--- config.mk ---
export PLATFORM = sky130hd
export DESIGN_NAME = bcd_scan_counter
export DESIGN_NICKNAME = d
export VERILOG_FILES = /design/src/rtl/bcd_scan_counter.sv
export SDC_FILE = /design/constraint.sdc
export NUM_CORES = 1
export LEC_CHECK = 0
export ABC_AREA = 1
export CORE_UTILIZATION = 35
export DETAILED_ROUTE_END_ITERATION = 8
export PLACE_DENSITY_LB_ADDON = 0.3
export SLEW_MARGIN = 20
export SYNTH_ARGS = -nofsm -noshare
export SYNTH_HDL_FRONTEND = slang
export SYNTH_SLANG_ARGS = --single-unit
--- constraint.sdc ---
create_clock -name clk -period 1.4 [get_ports clk]
set_input_delay 0.21 -clock clk [delete_from_list [all_inputs] [get_ports clk]]
set_output_delay 0.21 -clock clk [all_outputs]
set_load 0.005 [all_outputs]
--- src/rtl/bcd_scan_counter.sv ---
// bcd_scan_counter: multi-digit BCD up/down counter with a built-in display scanner.
//
// Parameters:
//   NUM_DIGITS  number of BCD digits (1..8), digit 0 least significant
//   PRESCALE    clk cycles per count tick (>=2)
//   SCAN_DIV    clk cycles per scan slot (>=2)
//
// Ports:
//   clk          system clock, rising edge
//   rst_n        asynchronous active-low reset
//   en           count enable, gates the prescaler
//   up           direction, 1 = up, 0 = down
//   clear        synchronous clear of count and prescaler (highest priority)
//   load         synchronous load of load_val (nibbles >9 load as 0)
//   load_val     packed BCD load value, nibble i is digit i
//   count        packed current BCD count
//   wrap         one-cycle pulse on roll-over / roll-under
//   digit_out    BCD digit of the current scan slot, to the 7-segment decoder
//   digit_sel    one-hot active-high select of the current slot
//   digit_blank  slot is a blanked leading zero
//
// Optional feature: define BCD_LEADING_ZERO_BLANK_EN to build leading-zero
// blanking; otherwise digit_blank is tied to 0.
module bcd_scan_counter #(
  parameter int NUM_DIGITS = 4,
  parameter int PRESCALE   = 50000,
  parameter int SCAN_DIV   = 1000
) (
  input  logic                    clk,
  input  logic                    rst_n,
  input  logic                    en,
  input  logic                    up,
  input  logic                    clear,
  input  logic                    load,
  input  logic [4*NUM_DIGITS-1:0] load_val,
  output logic [4*NUM_DIGITS-1:0] count,
  output logic                    wrap,
  output logic [3:0]              digit_out,
  output logic [NUM_DIGITS-1:0]   digit_sel,
  output logic                    digit_blank
);
  localparam int CW = 4 * NUM_DIGITS;
  localparam int PW = $clog2(PRESCALE);
  localparam int SW = $clog2(SCAN_DIV);
  localparam int IW = NUM_DIGITS > 1 ? $clog2(NUM_DIGITS) : 1;
  logic [PW-1:0]         pre_q, pre_d;
  logic [CW-1:0]         count_q, count_d, step, ld;
  logic                  wrap_q, wrap_d, carry, tick;
  logic [3:0]            dig;
  logic [SW-1:0]         div_q, div_d;
  logic [IW-1:0]         idx_q, idx_d;
  logic                  adv_q, scan_adv;
  logic [3:0]            out_q, out_d;
  logic [NUM_DIGITS-1:0] sel_q, sel_d;
  assign tick     = en && (pre_q == PW'(PRESCALE - 1));
  assign scan_adv = div_q == SW'(SCAN_DIV - 1);
  // Ripple carry/borrow through the digits; carry out of the top digit is the wrap.
  always_comb begin
    step  = count_q;
    ld    = '0;
    carry = 1'b1;
    dig   = '0;
    for (int i = 0; i < NUM_DIGITS; i++) begin
      dig              = count_q[4*i +: 4];
      step[4*i +: 4]   = !carry ? dig :
                         up ? (dig == 4'd9 ? 4'd0 : dig + 4'd1) :
                              (dig == 4'd0 ? 4'd9 : dig - 4'd1);
      carry            = carry && (up ? dig == 4'd9 : dig == 4'd0);
      ld[4*i +: 4]     = load_val[4*i +: 4] > 4'd9 ? 4'd0 : load_val[4*i +: 4];
    end
  end
  always_comb begin
    count_d = clear ? '0 : load ? ld : tick ? step : count_q;
    wrap_d  = !clear && !load && tick && carry;
    pre_d   = (clear || load) ? '0 : !en ? pre_q : tick ? '0 : pre_q + PW'(1);
  end
  always_ff @(posedge clk or negedge rst_n) begin
    if (!rst_n) begin
      pre_q   <= '0;
      count_q <= '0;
      wrap_q  <= 1'b0;
    end else begin
      pre_q   <= pre_d;
      count_q <= count_d;
      wrap_q  <= wrap_d;
    end
  end
  assign count = count_q;
  assign wrap  = wrap_q;
  // Scan slot outputs are refreshed only in the cycle after an index advance,
  // so a count change mid-slot is not seen until the next slot.
  always_comb begin
    div_d = scan_adv ? '0 : div_q + SW'(1);
    idx_d = !scan_adv ? idx_q : idx_q == IW'(NUM_DIGITS - 1) ? '0 : idx_q + IW'(1);
    out_d = out_q;
    sel_d = adv_q ? NUM_DIGITS'(1) << idx_q : sel_q;
    for (int i = 0; i < NUM_DIGITS; i++)
      if (adv_q && idx_q == IW'(i)) out_d = count_q[4*i +: 4];
  end
  always_ff @(posedge clk or negedge rst_n) begin
    if (!rst_n) begin
      div_q <= '0;
      idx_q <= '0;
      adv_q <= 1'b0;
      out_q <= '0;
      sel_q <= NUM_DIGITS'(1);
    end else begin
      div_q <= div_d;
      idx_q <= idx_d;
      adv_q <= scan_adv;
      out_q <= out_d;
      sel_q <= sel_d;
    end
  end
  assign digit_out = out_q;
  assign digit_sel = sel_q;
`ifdef BCD_LEADING_ZERO_BLANK_EN
  logic                  blank_q, blank_d, hz;
  logic [NUM_DIGITS-1:0] hi_zero;
  // hi_zero[i]: digit i and every more significant digit are zero.
  always_comb begin
    hz      = 1'b1;
    hi_zero = '0;
    for (int i = NUM_DIGITS - 1; i >= 0; i--) begin
      hz         = hz && count_q[4*i +: 4] == 4'd0;
      hi_zero[i] = hz;
    end
    blank_d = blank_q;
    for (int i = 0; i < NUM_DIGITS; i++)
      if (adv_q && idx_q == IW'(i)) blank_d = (i != 0) && hi_zero[i];
  end
  always_ff @(posedge clk or negedge rst_n) begin
    if (!rst_n) blank_q <= 1'b0;
    else        blank_q <= blank_d;
  end
  assign digit_blank = blank_q;
`else
  assign digit_blank = 1'b0;
`endif
endmodule
# ---- Word level (Yosys, flattened, before mapping)
# Index checks and enable logic that the tools add are counted.
dict set report totals {
  register_bits 54
  inputBits 22
  out_inout_bits 26
  elab_cells 99
}
dict set report op_classes {
  n_addsub 11
  magnitude_cmp 4
  n_eq_ne 9
  shift 1
  mux 35
  n_reduce_logical 28
}
# op count
set ops {}
lappend ops {{16-bit 2-to-1 mux} 6}
lappend ops {{4-bit 2-to-1 mux} 23}
lappend ops {{16-bit by 1-bit adder with 16-bit output, second input constant} 1}
lappend ops {{4-bit by 1-bit adder with 4-bit output, second input constant} 4}
lappend ops {{16-bit == test, second input constant} 1}
lappend ops {{4-bit == test, second input constant} 4}
lappend ops {{4-bit > comparator, second input constant} 4}
lappend ops {{4-bit logical NOT} 4}
lappend ops {{4-bit by 1-bit subtractor with 4-bit output, second input constant} 4}
lappend ops {{3-bit nonzero test} 4}
lappend ops {{1-bit logical AND} 11}
lappend ops {{10-bit by 1-bit adder with 10-bit output, second input constant} 1}
lappend ops {{10-bit == test, second input constant} 1}
lappend ops {{10-bit 2-to-1 mux} 1}
lappend ops {{2-bit AND reduction} 3}
lappend ops {{2-bit == test, second input constant} 2}
lappend ops {{1-bit 2-to-1 mux} 4}
lappend ops {{4-bit nonzero test} 1}
lappend ops {{1-bit by 2-bit << shifter with 4-bit output, first input constant} 1}
lappend ops {{2-bit by 1-bit adder with 2-bit output, second input constant} 1}
lappend ops {{2-bit by 1-bit == test with 1-bit output, second input constant} 1}
lappend ops {{1-bit logical NOT} 2}
lappend ops {{2-bit logical NOT} 1}
lappend ops {{2-bit 2-to-1 mux} 1}
lappend ops {{other kinds (2)} 2}

# ---- Depth between registers and ports, before layout
dict set report depth {
  word_depth 8
  mapped_depth 12
  depth_no_buf 11
}

# ---- Worst setup path before layout
# OpenSTA, ideal clock, no wires.
dict set report synth_timing {
  path_kind {register -> register}
  start {register count_q[4], in the netlist count[4]}
  end {register count_q[10], in the netlist count[10]}
  setup_time_ps 113
  arrival_ps 1384
  required_ps 1287
  slack_ps -96
  stages_incl_launch_ff 12
  path_buffers 0
  synth_period_minus_slack_ps 1496
  cell_sequence {dfrtp_1 -> inv_1 -> ha_1 -> nand3_1 -> nand2_1 -> nand2_1 -> nand2_1 -> nand2_4 -> clkinv_2 -> nand2_1 -> nand2_1 -> inv_1}
}
dict set report synth_between {
  elab_chain_cells 5
  word_cells_on_any_way 6
  cone_classes {1 x eq/ne; 1 x mux; 4 x reduce/logical}
}
# element line
set synth_lines {}
lappend synth_lines {{start, declared} 47} ;# logic [CW-1:0] count_q, count_d, step, ld;
lappend synth_lines {{start signal, assigned} 84} ;# count_q <= count_d;
lappend synth_lines {{4-bit == test or 4-bit logical NOT (tied branches)} 68} ;# carry = carry && (up ? dig == 4'd9 : dig == 4'd0);
lappend synth_lines {{1-bit 2-to-1 mux (*)} 68}
lappend synth_lines {{1-bit logical AND (*)} 68}
lappend synth_lines {{3-bit nonzero test (no source line) (*)} -}
lappend synth_lines {{2-bit AND reduction (no source line) (*)} -}
# Every way passes the cells marked *; elsewhere a longest branch is shown, timed or not.
# A chain may end at the register's enable or synchronous reset.

# ---- Worst setup path in the final report
dict set report layout_timing {
  start {register pre_q[0]}
  end {register pre_q[2]}
}
dict set report layout_between {
  elab_chain_cells 5
  word_cells_on_any_way 6
  cone_classes {1 x add/sub; 1 x eq/ne; 3 x mux; 1 x reduce/logical}
}
# element line
set layout_lines {}
lappend layout_lines {{start, declared} 46} ;# logic [PW-1:0] pre_q, pre_d;
lappend layout_lines {{start signal, assigned} 83} ;# pre_q <= pre_d;
lappend layout_lines {{parallel branches: the longest is 2 deep, another holds 16-bit by 1-bit adder with 16-bit output} -}
lappend layout_lines {{16-bit 2-to-1 mux (*) (3 in a row)} 75} ;# pre_d = (clear || load) ? '0 : !en ? pre_q : tick ? '0 : pre_q + PW'(1);
# Mark *: on every way between the ends. The select of a mux whose other input is x is not followed.

==> out/metrics.yaml <==
cts_tree: "built"
status: "finished, violations left"
n_fill_cell: 937
ant_nets: 0
max-vdd-ir-drop_mv: 0.450
die-area_sq_um: 11500
hold_path.class: "primary input to async pin"
start_kind: "flip-flop"
worst_slack_ns: -0.176
initial_core_util_pct: 35.9
grt_max_degree: 55
synth.cell_area_sq_um: 3870
antenna_cells: 0
seq_area_frac_synth_pct: 34.9
numPortBuffers: 46
area_growth_pct: 63.2
fin_total_pwr_mw: 4.66
max_stage_delay_ns: 0.43
ff2ff_setup_slack_ns: -0.18
fin_tns_setup_ns: -2.81
critical_path.max_fanout: 5
final_common_cell: "nand2_1"
finalHoldViolCount: 0
cts_buffers: 5
rsz0062_at_grt: "yes"
maxCapViolCount: 0
syn_nets: 605
yosys.area.top_type: "dfrtp_1"
postSynthAreaPerCell_sq_um: 6.91
skew_ns: 0.00943
core_area_sq_um: 10800
violations: "setup timing"
grt_usage_pct: 22.0
drt-total-wl_microns: 12800
reg2reg_from: "pre_q[0]$_DFFE_PN0P_"
htreeDepth: 2
finalMaxSlewViolations: 0
fp.dieW_microns: 107
ys_warn_count: 0
clockRootBuffer: "clkbuf_8"
cp.arrival_ns: 1.80
cp.required_ns: 1.62
synth-seq-cells: 54
timing.rr.end: "pre_q[2]$_DFFE_PN0P_"
crit_chain: "ha_4 > nand3_4 > nor2_4 > nand3_2 > nand2_4 > clkinvlp_4 > buf_4 > o21ai_2 > a21oi_1"
clockBufferDepth: 2
timing.final.crit_share_pct: 113
period_minus_slack_ns: 1.58
async_flop_share_pct: 100
drive_gt1_share_pct: 41.3
dr.pass1.iters: 5
final_util_pct: 58.6
setup_viol: 30
crit_family: "flip-flops"
synthTopCellsByArea: "dfrtp_1 34%, nand2_1 15%, ha_1 7.1%"
synth_top_cell_area_share_pct: 34.2
ios: 48
drc_errors: 0
wire_per_inst_microns: 14.4
synth-main-ff-cell: "dfrtp_1"
antenna_found_initial: 0
post-dp-hpwl_microns: 8730
rr_worst_depth: 9
dr_total_vias: 4480
final_nets: 792
synthCells: 561
slowest_stage: "dfrtp_1"
worstSetupEndpointType: "flip-flop"
place_area_sq_um: 5240
die_h_microns: 107
max_freq_mhz: 634
placementRows: 38
grt_overflow: 0
worstSkewPairLatency_ns: 0.32
powerDensity_nw_per_um2: 737
ys_types: 36
path_clk_slew_ns: 0.12
path_class: "flip-flop to flip-flop"
stdcell_area_sq_um: 6320
final_cell_mix: "125 x nand2_1, 124 x buf_4, 51 x inv_1"
routed_via_density: 5.04
synth_edf_count: 0
grt_pass1_wl_microns: 20100
leakagePower_nw: 3.13
grt_pass1_vias: 4279
drt_iter0_drc: 278
cp.buffers_inverters: 2
place_congestion: 0.872
clock_sink_count: 54
-- through the flow --
stage          hold WS (ns)  setup slack (ns)  cells
2_1_floorplan       -0.0856           -0.0136    561
3_3_place_gp          0.227            -0.361    833
6_report              0.382            -0.176    889
5_1_grt               0.441            -0.228    889
3_5_place_dp          0.234            -0.405    833
4_1_cts               0.410            -0.155    868
-- registers in the layout, summed over array words and instances (netlist names) --
register,count
count,16
pre_q,16
div_q,10
digit_out,4
digit_sel,4
idx_q,2
adv_q,1
wrap,1
-- cell type report --
| class | instances | area (sq um) | share of cell area, % |
|---|---|---|---|
| clock buffer | 5 | 68.8 | 1.09 |
| inverter | 76 | 314 | 4.97 |
| sequential | 54 | 1360 | 21.5 |
| multi-input combinational | 417 | 2710 | 42.9 |
| clock inverter | 3 | 26.3 | 0.415 |
| timing repair buffer | 194 | 1670 | 26.3 |
| tap | 140 | 175 | 2.77 |
-- cell families after synthesis --
group,count (synthesis),share of synthesized area [%]
DFF,54,34.9
buffers and inverters,91,10.2
xor gates and xnor gates,3,0.678
adders and majority gates,22,7.10
other,1,0.0968
AOI/OAI and AO/OA,84,11.8
and+or+nand+nor,306,35.3
-- repair_timing --
action / 4_1_cts / 5_1_grt
endpoints found under the hold margin: 53 / 0
pin swaps: 38 / 41
setup endpoints to repair: 59 / 48
resized for setup: 117 / 104
buffers inserted: 25 / 20
gates cloned: 1 / 1
hold buffers: 1 / 0
-- worst reg2reg max path: stages (launching register included) --
cell and delay [ns]:
dfrtp_1 0.43, ha_4 0.17, nand3_4 0.10, nor2_4 0.10
nand3_2 0.09, nand2_4 0.12, clkinvlp_4 0.19, buf_4 0.19
o21ai_2 0.05, a21oi_1 0.05
-- synth_stat cells, types with 2 or more instances --
cell type and n:
o211ai_1 6, nand3b_1 2, inv_2 2, buf_2 8, a21oi_1 35, nor3_1 10
dfrtp_1 53, nand3_2 2, o22ai_1 4, buf_12 2, clkbuf_1 2, buf_4 2
nand2_1 160, nand4_1 17, nor2_1 51, xor2_1 3, o21ai_1 4, nand2_4 4
nor2_2 2, nand3_1 49, o21a_1 2, clkinv_2 2, inv_1 72, nor2_4 2
o21ai_0 29, nand2_2 5, ha_1 22
-- where the power goes --
part / switching, mW / internal (mW)
combinational: 0.985 / 0.977
sequential: 0.0769 / 1.64
clock: 0.608 / 0.371
-- per-layer routing --
metal / global-route usage, % / vias to the layer above / wire [microns] / part of all wire, %
li1: - / 2197 / - / -
met1: 30.8 / 2136 / 5790 / 45
met2: 35.9 / 128 / 6140 / 48
met3: 2.37 / 19 / 609 / 4.8
met4: 5.68 / 0 / 224 / 1.8
met5: 0 / - / 0 / 0
-- how the worst max path moves through the flow --
stage	cells after the start	startpoint	end
floorplan	11	count[5]$_DFFE_PN0P_	count[10]$_DFFE_PN0P_
global route	9	pre_q[0]$_DFFE_PN0P_	pre_q[2]$_DFFE_PN0P_
finish	9	pre_q[0]$_DFFE_PN0P_	pre_q[2]$_DFFE_PN0P_
detailed placement	11	up	count[10]$_DFFE_PN0P_
CTS	9	pre_q[1]$_DFFE_PN0P_	pre_q[14]$_DFFE_PN0P_
global placement	11	up	count[10]$_DFFE_PN0P_
Power figures use the tool's default switching activity.
